===== src/rtl/audio_pwm_out_if.sv =====
// audio_pwm_out_if
// Bundles the sample/control inputs and the DAC/status outputs of the audio
// PWM output stage.
//   master : drives enable, sample_in, sample_strobe, volume, clear_flags;
//            observes pwm_out, frame_start, underrun, overrun
//   slave  : the output stage itself (mirror of master)
interface audio_pwm_out_if #(
  parameter int WAVE_BITS = 8,
  parameter int VOL_BITS  = 3
);
  logic                 enable;
  logic [WAVE_BITS-1:0] sample_in;
  logic                 sample_strobe;
  logic [VOL_BITS-1:0]  volume;
  logic                 clear_flags;
  logic                 pwm_out;
  logic                 frame_start;
  logic                 underrun;
  logic                 overrun;

  modport master (
    output enable, sample_in, sample_strobe, volume, clear_flags,
    input  pwm_out, frame_start, underrun, overrun
  );

  modport slave (
    input  enable, sample_in, sample_strobe, volume, clear_flags,
    output pwm_out, frame_start, underrun, overrun
  );
endinterface


===== src/rtl/audio_pwm_out.sv =====
// audio_pwm_out
// Audio output stage behind the synth filter core. Captures a signed sample
// into a pending buffer, and at each frame boundary attenuates it by volume
// (arithmetic shift), converts to offset-binary duty and drives a one-pin
// PWM DAC. Sticky underrun/overrun report buffer starvation/overwrite.
// Ports:
//   clk    : clock
//   reset  : synchronous, active-high reset
//   bus    : audio_pwm_out_if.slave (enable, sample_in, sample_strobe, volume,
//            clear_flags in; pwm_out, frame_start, underrun, overrun out)
// Build option:
//   AUDIO_PWM_DSM_EN : pwm_out becomes a first-order delta-sigma bitstream
//                      with ones-density duty/2^PWM_BITS instead of PWM.
module audio_pwm_out #(
  parameter int WAVE_BITS = 8,
  parameter int PWM_BITS  = 8,
  parameter int VOL_BITS  = 3
) (
  input  logic            clk,
  input  logic            reset,
  audio_pwm_out_if.slave  bus
);
  localparam logic [PWM_BITS-1:0] CNT_MAX  = '1;
  localparam logic [PWM_BITS-1:0] DUTY_MID = {1'b1, {(PWM_BITS-1){1'b0}}};

  logic [PWM_BITS-1:0]         cnt;
  logic [PWM_BITS-1:0]         duty;
  logic [PWM_BITS-1:0]         duty_load;
  logic [WAVE_BITS-1:0]        pending;
  logic                        pending_full;
  logic                        wrap;
  logic                        underrun_set;
  logic                        overrun_set;
  logic                        pwm_next;
  logic signed [WAVE_BITS-1:0] scaled;
  logic [WAVE_BITS-1:0]        offset;
  logic                        pwm_q;
  logic                        frame_start_q;
  logic                        underrun_q;
  logic                        overrun_q;

  assign wrap = bus.enable && (cnt == CNT_MAX);

  // Volume is applied at load time, so a volume change affects the next frame.
  assign scaled = $signed(pending) >>> bus.volume;
  assign offset = {~scaled[WAVE_BITS-1], scaled[WAVE_BITS-2:0]};

  generate
    if (PWM_BITS > WAVE_BITS) begin : g_pad
      assign duty_load = {offset, {(PWM_BITS-WAVE_BITS){1'b0}}};
    end else if (PWM_BITS == WAVE_BITS) begin : g_same
      assign duty_load = offset;
    end else begin : g_trunc
      assign duty_load = offset[WAVE_BITS-1 -: PWM_BITS];
    end
  endgenerate

  // A strobe landing on the load cycle is a hand-off, not an overwrite.
  assign underrun_set = wrap && !pending_full;
  assign overrun_set  = bus.sample_strobe && pending_full && !wrap;

`ifdef AUDIO_PWM_DSM_EN
  logic [PWM_BITS:0] acc;
  logic [PWM_BITS:0] acc_sum;

  assign acc_sum  = {1'b0, acc[PWM_BITS-1:0]} + {1'b0, duty};
  assign pwm_next = bus.enable && acc_sum[PWM_BITS];

  always_ff @(posedge clk) begin
    if (reset) begin
      acc <= '0;
    end else if (bus.enable) begin
      acc <= acc_sum;
    end
  end
`else
  assign pwm_next = bus.enable && (cnt < duty);
`endif

  always_ff @(posedge clk) begin
    if (reset) begin
      cnt           <= '0;
      duty          <= DUTY_MID;
      pending       <= '0;
      pending_full  <= 1'b0;
      pwm_q         <= 1'b0;
      frame_start_q <= 1'b0;
      underrun_q    <= 1'b0;
      overrun_q     <= 1'b0;
    end else begin
      if (bus.enable) begin
        cnt <= cnt + 1'b1;
      end
      if (wrap && pending_full) begin
        duty <= duty_load;
      end
      if (bus.sample_strobe) begin
        pending      <= bus.sample_in;
        pending_full <= 1'b1;
      end else if (wrap) begin
        pending_full <= 1'b0;
      end
      pwm_q         <= pwm_next;
      frame_start_q <= wrap;
      underrun_q    <= (underrun_q && !bus.clear_flags) || underrun_set;
      overrun_q     <= (overrun_q && !bus.clear_flags) || overrun_set;
    end
  end

  assign bus.pwm_out     = pwm_q;
  assign bus.frame_start = frame_start_q;
  assign bus.underrun    = underrun_q;
  assign bus.overrun     = overrun_q;
endmodule

===== src/flat_wrapper.sv =====
// flat-port wrapper written by rule: the top's interface ports become plain ports
module audio_pwm_out_flat 
#(
  parameter int WAVE_BITS = 8,
  parameter int PWM_BITS  = 8,
  parameter int VOL_BITS  = 3
)
  (clk, reset, bus_enable, bus_sample_in, bus_sample_strobe, bus_volume, bus_clear_flags, bus_pwm_out, bus_frame_start, bus_underrun, bus_overrun);
  audio_pwm_out_if #(.WAVE_BITS(WAVE_BITS), .VOL_BITS(VOL_BITS)) bus_i ();
  input  logic clk;
  input  logic reset;
  input wire logic [$bits(bus_i.enable)-1:0] bus_enable;
  input wire logic [$bits(bus_i.sample_in)-1:0] bus_sample_in;
  input wire logic [$bits(bus_i.sample_strobe)-1:0] bus_sample_strobe;
  input wire logic [$bits(bus_i.volume)-1:0] bus_volume;
  input wire logic [$bits(bus_i.clear_flags)-1:0] bus_clear_flags;
  output wire logic [$bits(bus_i.pwm_out)-1:0] bus_pwm_out;
  output wire logic [$bits(bus_i.frame_start)-1:0] bus_frame_start;
  output wire logic [$bits(bus_i.underrun)-1:0] bus_underrun;
  output wire logic [$bits(bus_i.overrun)-1:0] bus_overrun;
  assign bus_i.enable = bus_enable;
  assign bus_i.sample_in = bus_sample_in;
  assign bus_i.sample_strobe = bus_sample_strobe;
  assign bus_i.volume = bus_volume;
  assign bus_i.clear_flags = bus_clear_flags;
  assign bus_pwm_out = bus_i.pwm_out;
  assign bus_frame_start = bus_i.frame_start;
  assign bus_underrun = bus_i.underrun;
  assign bus_overrun = bus_i.overrun;
  audio_pwm_out #(.WAVE_BITS(WAVE_BITS), .PWM_BITS(PWM_BITS), .VOL_BITS(VOL_BITS)) u_core (.clk(clk), .reset(reset), .bus(bus_i));
endmodule

===== config.mk =====
export PLATFORM = sky130hd
export DESIGN_NAME = audio_pwm_out_flat
export DESIGN_NICKNAME = d
export VERILOG_FILES = /design/src/rtl/audio_pwm_out_if.sv /design/src/rtl/audio_pwm_out.sv /design/src/flat_wrapper.sv
export SDC_FILE = /design/constraint.sdc
export NUM_CORES = 1
export LEC_CHECK = 0
export CORE_AREA = 2 2 65 67
export CTS_CLUSTER_SIZE = 20
export DETAILED_ROUTE_END_ITERATION = 6
export DIE_AREA = 0 0 67 69
export GPL_TIMING_DRIVEN = 0
export PLACE_DENSITY = 0.68
export SYNTH_ARGS = -nofsm -noshare
export SYNTH_HDL_FRONTEND = slang
export SYNTH_SLANG_ARGS = --single-unit

===== constraint.sdc =====
create_clock -name clk -period 1.8 [get_ports clk]
set_clock_uncertainty 0.1 [all_clocks]
set_input_delay 0.18 -clock clk [delete_from_list [all_inputs] [get_ports clk]]
set_output_delay 0.18 -clock clk [all_outputs]
set_load 0.05 [all_outputs]

==> impl_metrics.ini, run 1 <==
[grt]
grt_use_total_pct = 14.6
grt_pass1_wl_um = 5250
overflow = 0
grt_pass1_vias = 1145
antenna_found_initial = 0
grt_start_max_net_pins = 11

[critical_path]
crit_path_max_incr_delay_ns = 0.80
r2r_end = u_core.bus.pwm_out
end_kind = primary output
r2r_setup_slack_ns = 0.20
r2r_cells = 4
cp.arrival_ns = 1.41
slowest_stage = clkdlybuf4s50_1
crit_fanout = 2
crit_required_ns = 1.52
start_kind = flip-flop
cp_num_buf_inv = 1
worstReg2RegStart = u_core.cnt[3]
critPathKind = reg -> out
worstPathCellList = clkdlybuf4s50_1
critPathTopFamily = buffers and inverters

[placement]
hpwl_um = 2220
gp_congestion = 0.756
place_area_um2 = 1740
portBuffers = 16
dpl.cell_count = 220
dp_slack_ns = -0.0778

[sta]
finalCritPeriodShare_pct = 94.0
worstMarginPinSlew_ns = 0.500
fmaxAchievable_mhz = 591
worst_slack_ns = 0.108
maxSlewViolCount = 0
setup_violations = 0
grt_setup_unrepaired = no
period_minus_slack_ns = 1.69
slew_headroom_pct = 66.6
hold_viol = 0

[layout]
instances_no_fill = 228
fin_nets = 201
final_common_cell = dfxtp_1
final_layout_size_suffix_gt1_share_pct = 12.4
fillers = 390
layout_common_cells = dfxtp_1, nor2_1, mux2i_1
syn2layout_area_growth_pct = 21.4
fin_util_pct = 47.0
diodes = 0
design_area_um2 = 1840

[drt]
routed_wl_um = 2910
route.detailed.drc = 0
vias = 1166
dr.first_iter.drc_count = 57
drtPass1Iterations = 4
drt-vias-per-instance = 5.11
post_drt_wl_per_cell_um = 12.8
antenna_left = 0

[logic_synthesis]
syn_area_per_cell_um2 = 9.84
synth_cells = 154
ys_warn_count = 0
ys_ff_latch = 29
synth_cell_types = 33
syn_area_um2 = 1520
syn_nets = 178
seq_area_frac_synth_pct = 38.3

[clock_network]
worstSkewPairLatency_ns = 0.27
cts_hold_buf = 0
htree_levels = 2
cts_tree = done
root_buffer = clkbuf_8
path_clk_slew_ns = 0.06
cts_made_buffers = 5
post_cts_buffers = 0
cts_max_path_buffers = 2
cts_sinks = 29
cts-resized-gates = 0

[job]
maxCapViolations = 0

[floorplanning]
die_w_um = 67
fp.dieH_um = 69
row_count = 23
start_util_pct = 38.7
coreArea_um2 = 3910
die-area_um2 = 4620
pin_count = 20

[min_path]
hold_class = in -> reg
hold_depth = 3
hold_end = u_core.pending_full
hold_start = bus_sample_strobe

[status]
status = complete, no violations

[power]
power_mw = 1.43
peakVddDrop_uv = 591
leakagePower_nw = 0.723
power.density_nw_per_um2 = 777
-- synth_stat cells, drive strengths merged --
| master | number | area, um2 |
|---|---|---|
| a21oi | 3 | 15.0 |
| ha | 8 | 100 |
| nor3 | 2 | 10.0 |
| nand3 | 1 | 5.00 |
| o2111ai | 1 | 8.76 |
| nand2 | 5 | 18.8 |
| a32oi | 1 | 8.76 |
| a21o | 1 | 7.51 |
| a211oi | 7 | 52.6 |
| xnor2 | 2 | 17.5 |
| nand4 | 2 | 12.5 |
| nor2 | 26 | 97.6 |
| and4 | 3 | 26.3 |
| o31ai | 1 | 7.51 |
| mux2i | 17 | 170 |
| clkbuf | 3 | 11.3 |
| inv | 11 | 41.3 |
| mux4 | 6 | 135 |
| and3 | 1 | 11.3 |
| nand2b | 1 | 6.26 |
| or3 | 1 | 6.26 |
| dfxtp | 29 | 581 |
| o21a | 1 | 7.51 |
| xor2 | 4 | 35.0 |
| o211a | 1 | 10.0 |
| or4 | 2 | 15.0 |
| buf | 7 | 52.5 |
| o311ai | 1 | 8.76 |
| a2bb2oi | 1 | 8.76 |
| o211ai | 1 | 7.51 |
| o21ai | 4 | 20.0 |
-- worst max-delay path by stage --
stage                        from            endpoint  slack (ns)  cells after the start
6_report       u_core.bus.overrun         bus_overrun        0.11                      1
4_1_cts        u_core.bus.overrun         bus_overrun        0.09                      1
3_3_place_gp           bus_enable      u_core.duty[5]       -0.04                      6
2_1_floorplan       u_core.cnt[3]  u_core.bus.pwm_out        0.33                      4
5_1_grt        u_core.bus.overrun         bus_overrun        0.05                      1
3_5_place_dp           bus_enable      u_core.duty[5]       -0.08                      6
-- final cells by class --
class	count	area [um2]	area share, %
Inverter	11	41.3	2.24
Multi-Input combinational cell	104	830	45.1
Tap cell	50	62.6	3.40
Clock buffer	7	96.3	5.24
Buffer	10	63.8	3.47
Timing Repair Buffer	16	160	8.71
Clock inverter	1	5.00	0.272
Sequential cell	29	581	31.6
-- registers in the layout, indices dropped and copies added (netlist names) --
name                    cells
u_core.bus.overrun          1
u_core.duty                 8
u_core.pending              8
u_core.pending_full         1
u_core.bus.underrun         1
u_core.bus.pwm_out          1
u_core.cnt                  8
u_core.bus.frame_start      1
-- routing by layer --
metal | global-route usage [%] | wire length [um] | vias up
met1 | 19.3 | 1360 | 544
met3 | 3.92 | 102 | 4
met2 | 22.1 | 1410 | 24
met4 | 6.12 | 38 | 0
met5 | 0 | 0 | -
li1 | - | - | 594
-- where the power goes --
| group | internal, mW | switching [mW] | total (mW) |
|---|---|---|---|
| Clock | 0.345 | 0.244 | 0.589 |
| Combinational | 0.0876 | 0.0712 | 0.159 |
| Sequential | 0.661 | 0.0190 | 0.680 |
| Total | 1.09 | 0.334 | 1.43 |
-- kinds of logic (layout without fill, tap and decap cells) --
group	Yosys count	after routing	synth area share (%)
simple gates	44	44	13.8
flops	29	29	38.3
compound gates	23	23	10.7
mux	23	23	20.1
buf+inv	21	45	6.94
fa+ha+maj	8	8	6.61
xor+xnor	6	6	3.47
-- through the flow --
stage	hold WS (ns)	TNS [ns]
global placement	0.366	-0.0379
CTS	0.231	0
finish	0.234	0
global route	0.262	0
detailed placement	0.385	-0.339
floorplan	0.213	0
Note: power is estimated with default switching activity, not from simulation.
==> inputs of run 2 (changes only) <==
--- a/config.mk
+++ b/config.mk
@@ -11,6 +11,7 @@
 export DIE_AREA = 0 0 67 69
 export GPL_TIMING_DRIVEN = 0
 export PLACE_DENSITY = 0.68
+export SETUP_SLACK_MARGIN = 0.3
 export SYNTH_ARGS = -nofsm -noshare
 export SYNTH_HDL_FRONTEND = slang
 export SYNTH_SLANG_ARGS = --single-unit
==> run 2 against run 1 <==
Effect of this change: hold slack worse by 0.0016 ns; global-route usage is 0.23 points higher; count of clock-buffer cells in the layout stayed put; via count is 2.8% higher; sequential power hardly changed; core utilization is 3.1 points higher; fmax is 13% higher; largest power group unchanged; largest cell class unchanged; power is 1.0% higher; register-to-register slack better by 0.099 ns; flip-flop and latch count stayed put; combinational power is 10% higher.
==> impl_metrics.ini, run 2 (synthesized netlist as in run 1, its figures left out) <==
[status]
status = complete, no violations

[power]
leakagePower_nw = 0.792
peakVddDrop_uv = 587
power_mw = 1.44
power.density_nw_per_um2 = 737

[critical_path]
cp.arrival_ns = 1.62
critPathKind = reg -> reg
end_kind = flip-flop
crit_required_ns = 1.92
crit_fanout = 2
start_kind = flip-flop

[layout]
fin_util_pct = 50.1
final_layout_size_suffix_gt1_share_pct = 25.7
reg_top3 = u_core.cnt: 8 flops, u_core.duty: 8 flops, u_core.pending: 8 flops
syn2layout_area_growth_pct = 29.3
fin_nets = 206
final_common_cell = nor2_1
diodes = 0
layout_common_cells = nor2_1, dfxtp_1, mux2i_1
design_area_um2 = 1960

[sta]
fmaxAchievable_mhz = 666
worst_slack_ns = 0.299
worstMarginPinSlew_ns = 0.495
grt_setup_unrepaired = yes
slew_headroom_pct = 67.1
maxSlewViolCount = 0
finalCritPeriodShare_pct = 83.4
hold_viol = 0
period_minus_slack_ns = 1.50
setup_violations = 0

[drt]
dr.first_iter.drc_count = 47
drt-vias-per-instance = 5.15
drtPass1Iterations = 4
routed_wl_um = 3050
vias = 1199
post_drt_wl_per_cell_um = 13.1
antenna_left = 0
route.detailed.drc = 0

[floorplanning]
row_count = 23
pin_count = 20
coreArea_um2 = 3910
die_w_um = 67
fp.dieH_um = 69
start_util_pct = 38.7
die-area_um2 = 4620

[placement]
place_area_um2 = 1740
hpwl_um = 2220
portBuffers = 16
dp_slack_ns = -0.0778
gp_congestion = 0.756

[grt]
overflow = 0
antenna_found_initial = 0
grt_pass1_vias = 1178
grt_pass1_wl_um = 5340
grt_use_total_pct = 14.8
grt_start_max_net_pins = 11

[clock_network]
cts_tree = done
htree_levels = 2
cts_sinks = 29
worstSkewPairLatency_ns = 0.28
path_clk_slew_ns = 0.06
root_buffer = clkbuf_8
cts_made_buffers = 5
cts_max_path_buffers = 2

[job]
maxCapViolations = 0

[min_path]
hold_class = in -> reg
run 2: changes by cell type in the layout (fill, tap and decap cells not counted), moves of 3 or more:
cell	delta
dfxtp_1	-7
clkdlybuf4s50_1	-6
dfxtp_2	+6
dlygate4sd2_1	+5
ha_1	-4
buf_4	+3
buf_6	+3
run 2: path summary, 6_finish.rpt:
path                       startpoint             endpoint  slack, ns  depth (start not counted)
setup / recovery        u_core.cnt[3]   u_core.bus.pwm_out       0.30                          4
hold / removal      bus_sample_strobe  u_core.pending_full       0.23                          3
setup reg to reg        u_core.cnt[3]   u_core.bus.pwm_out       0.30                          4
hold reg to reg   u_core.bus.underrun  u_core.bus.underrun       0.39                          2
run 2: repair_timing:
item	4_1_cts	5_1_grt
pin swaps	4	8
setup endpoints to repair	12	8
endpoints found under the hold margin	0	0
buffers inserted	3	2
hold buffers	0	0
gates resized for setup	15	20
run 2: worst max-delay path, cell delays in order (launching register included):
cell       delay [ns]
dfxtp_4          0.36
ha_4             0.23
or4_4            0.53
o2111ai_2        0.07
o211a_1          0.16
run 2: stage by stage:
stage / cells / setup TNS, ns / hold slack [ns]
detailed placement: 220 / -0.339 / 0.385
global route: 233 / 0 / 0.262
global placement: 220 / -0.0379 / 0.366
floorplan: 154 / 0 / 0.213
CTS: 231 / 0 / 0.231
finish: 233 / 0 / 0.232
run 2: cell type report:
class	instances	area, um2
clock buffer	7	96.3
buffer	10	75.1
multi-input combinational	104	890
clock inverter	1	5.00
sequential	29	592
tap	50	62.6
timing repair buffer	21	198
inverter	11	41.3
fill	383	1950
run 2: layer usage:
| layer | vias up | global-route usage [%] | share of wire, % |
|---|---|---|---|
| met5 | - | 0 | 0 |
| met4 | 0 | 6.12 | 1.3 |
| met3 | 4 | 3.92 | 4.7 |
| met2 | 31 | 22.7 | 49 |
| met1 | 559 | 19.5 | 45 |
| li1 | 605 | - | - |
run 2: where the power goes:
group          leakage (nW)  switching [mW]  internal [mW]  total, mW
registers             0.240          0.0183          0.661      0.679
clock network        0.0542           0.244          0.345      0.589
logic                 0.498          0.0782         0.0970      0.175
==> inputs of run 3 (changes only) <==
==> constraint.sdc (replaced) <==
create_clock -name clk -period 1.4 [get_ports clk]
set_clock_uncertainty 0.1 [all_clocks]
set_input_delay 0.14 -clock clk [delete_from_list [all_inputs] [get_ports clk]]
set_output_delay 0.14 -clock clk [all_outputs]
set_load 0.05 [all_outputs]
==> run 3 against run 2 <==
Effect of this change: the flow now finishes with violations (setup timing); critical path type unchanged; critical endpoint is now u_core.duty[5]; fmax increased by 0.47%; sequential power increased by 29%; clock power increased by 31%; first-iteration DRC count decreased by 53%; register-to-register slack got worse by 0.39 ns; sequential share of layout area decreased by 0.54 points; highest routed layer unchanged; core utilization increased by 1.9 points; die area unchanged; power increased by 30%; critical path depth increased by 2; flip-flop and latch count unchanged; via count increased by 2.0%.
==> impl_metrics.ini, run 3 (synthesized netlist as in run 1, its figures left out) <==
[status]
status = complete, but fails checks
violations = setup timing

[clock_network]
cts_tree = done
path_clk_slew_ns = 0.06
cts_max_path_buffers = 2
root_buffer = clkbuf_8
htree_levels = 2
cts_made_buffers = 5
cts_sinks = 29
worstSkewPairLatency_ns = 0.28

[min_path]
hold_depth = 3
hold_class = in -> reg

[critical_path]
r2r_cells = 6
worstReg2RegStart = u_core.cnt[0]
r2r_end = u_core.duty[5]
crit_fanout = 8
critical_path.startpoint = u_core.cnt[0]
r2r_setup_slack_ns = -0.09
crit_required_ns = 1.47
end_kind = flip-flop
crit_path_end = u_core.duty[5]
critPathKind = reg -> reg
cp.arrival_ns = 1.57
start_kind = flip-flop

[floorplanning]
fp.dieH_um = 69
pin_count = 20
start_util_pct = 38.7
die-area_um2 = 4620
row_count = 23
die_w_um = 67
coreArea_um2 = 3910

[layout]
reg_top3 = u_core.cnt: 8 flops, u_core.duty: 8 flops, u_core.pending: 8 flops
fin_nets = 208
final_common_cell = nor2_1
syn2layout_area_growth_pct = 34.2
layout_common_cells = nor2_1, mux2i_1, dfxtp_1
final_layout_size_suffix_gt1_share_pct = 35.7
fillers = 379
diodes = 0

[drt]
antenna_left = 0
dr.first_iter.drc_count = 22
route.detailed.drc = 0
routed_wl_um = 3340
vias = 1223
drtPass1Iterations = 4
post_drt_wl_per_cell_um = 14.2
drt-vias-per-instance = 5.20

[sta]
maxSlewViolCount = 0
setup_violations = 9
hold_viol = 0
period_minus_slack_ns = 1.49
hold_ws_ns = 0.177
slew_headroom_pct = 79.6
worstMarginPinSlew_ns = 0.302
worst_slack_ns = -0.0936
fmaxAchievable_mhz = 670
finalCritPeriodShare_pct = 107
grt_setup_unrepaired = yes

[placement]
portBuffers = 16
hpwl_um = 2330
gp_congestion = 0.768

[job]
maxCapViolations = 0

[grt]
antenna_found_initial = 0
grt_start_max_net_pins = 11
grtUsageMet2_pct = 26.2
overflow = 0
grt.met1_usage_pct = 18.5
grt_busiest_layer = met2
grt_use_total_pct = 16.1
grt_pass1_wl_um = 5710
grt_pass1_vias = 1278
use_met3_pct = 5.71

[power]
power.density_nw_per_um2 = 925
power_mw = 1.88
peakVddDrop_uv = 664
leakagePower_nw = 0.801
[run 3: cell types whose count changed in the layout (fill, tap and decap cells not counted), moves of 3 or more]
cell,before,now
buf_4,5,9
clkbuf_4,0,3
dfxtp_1,22,17
dfxtp_2,6,9
dlygate4sd2_1,5,2
[run 3: worst min path at each step]
stage	from	end	slack (ns)
after floorplan	bus_enable	u_core.bus.pwm_out	0.17
after global placement	u_core.bus.overrun	u_core.bus.overrun	0.37
after detailed placement	u_core.bus.overrun	u_core.bus.overrun	0.39
after CTS	bus_sample_strobe	u_core.pending_full	0.17
after global routing	bus_sample_strobe	u_core.pending_full	0.19
final	bus_sample_strobe	u_core.pending_full	0.18
[run 3: what timing repair did]
item	CTS	global route
resized for setup	50	15
gates cloned	0	0
endpoints found under the setup margin	33	25
hold buffers	0	0
buffers inserted	6	1
pin swaps	8	7
[run 3: area by class of cell]
| type | instances | area [um2] | share of cell area, % |
|---|---|---|---|
| multi-input combinational | 104 | 932 | 45.8 |
| sequential | 29 | 603 | 29.7 |
| timing repair buffer | 23 | 208 | 10.2 |
| clock buffer | 7 | 96.3 | 4.74 |
| buffer | 10 | 85.1 | 4.18 |
| tap | 50 | 62.6 | 3.08 |
| inverter | 11 | 41.3 | 2.03 |
| clock inverter | 1 | 5.00 | 0.246 |
[run 3: per-layer routing]
metal	up-vias	wire length (um)	part of all wire (%)
li1	609	-	-
met1	578	1320	40
met2	26	1780	53
met3	10	153	4.6
met4	0	80	2.4
met5	-	0	0
[run 3: worst max-delay path, stage by stage, from the launching register on]
cell and delay [ns]:
dfxtp_4 0.36, ha_4 0.13, and3_4 0.22, and4_1 0.21, buf_6 0.13, mux2i_1 0.18
nor2_1 0.05
[run 3: power breakdown]
part	total [mW]	switching (mW)	internal, mW	leakage (nW)
registers	0.876	0.0266	0.849	0.243
logic	0.235	0.103	0.131	0.504
clock network	0.770	0.327	0.443	0.0542
total	1.88	0.457	1.42	0.801
[run 3: per-stage QoR]
step	utilization, %	cells	setup slack (ns)	setup TNS (ns)	cell area [um2]
after floorplan	-	154	-0.0349	-0.0646	1560
after global placement	45.5	220	-0.409	-5.44	1780
after detailed placement	45.5	220	-0.426	-5.69	1780
after CTS	50.5	234	-0.0981	-0.434	1980
after global routing	52.0	235	-0.144	-0.946	2030
final	52.0	235	-0.0936	-0.463	2030
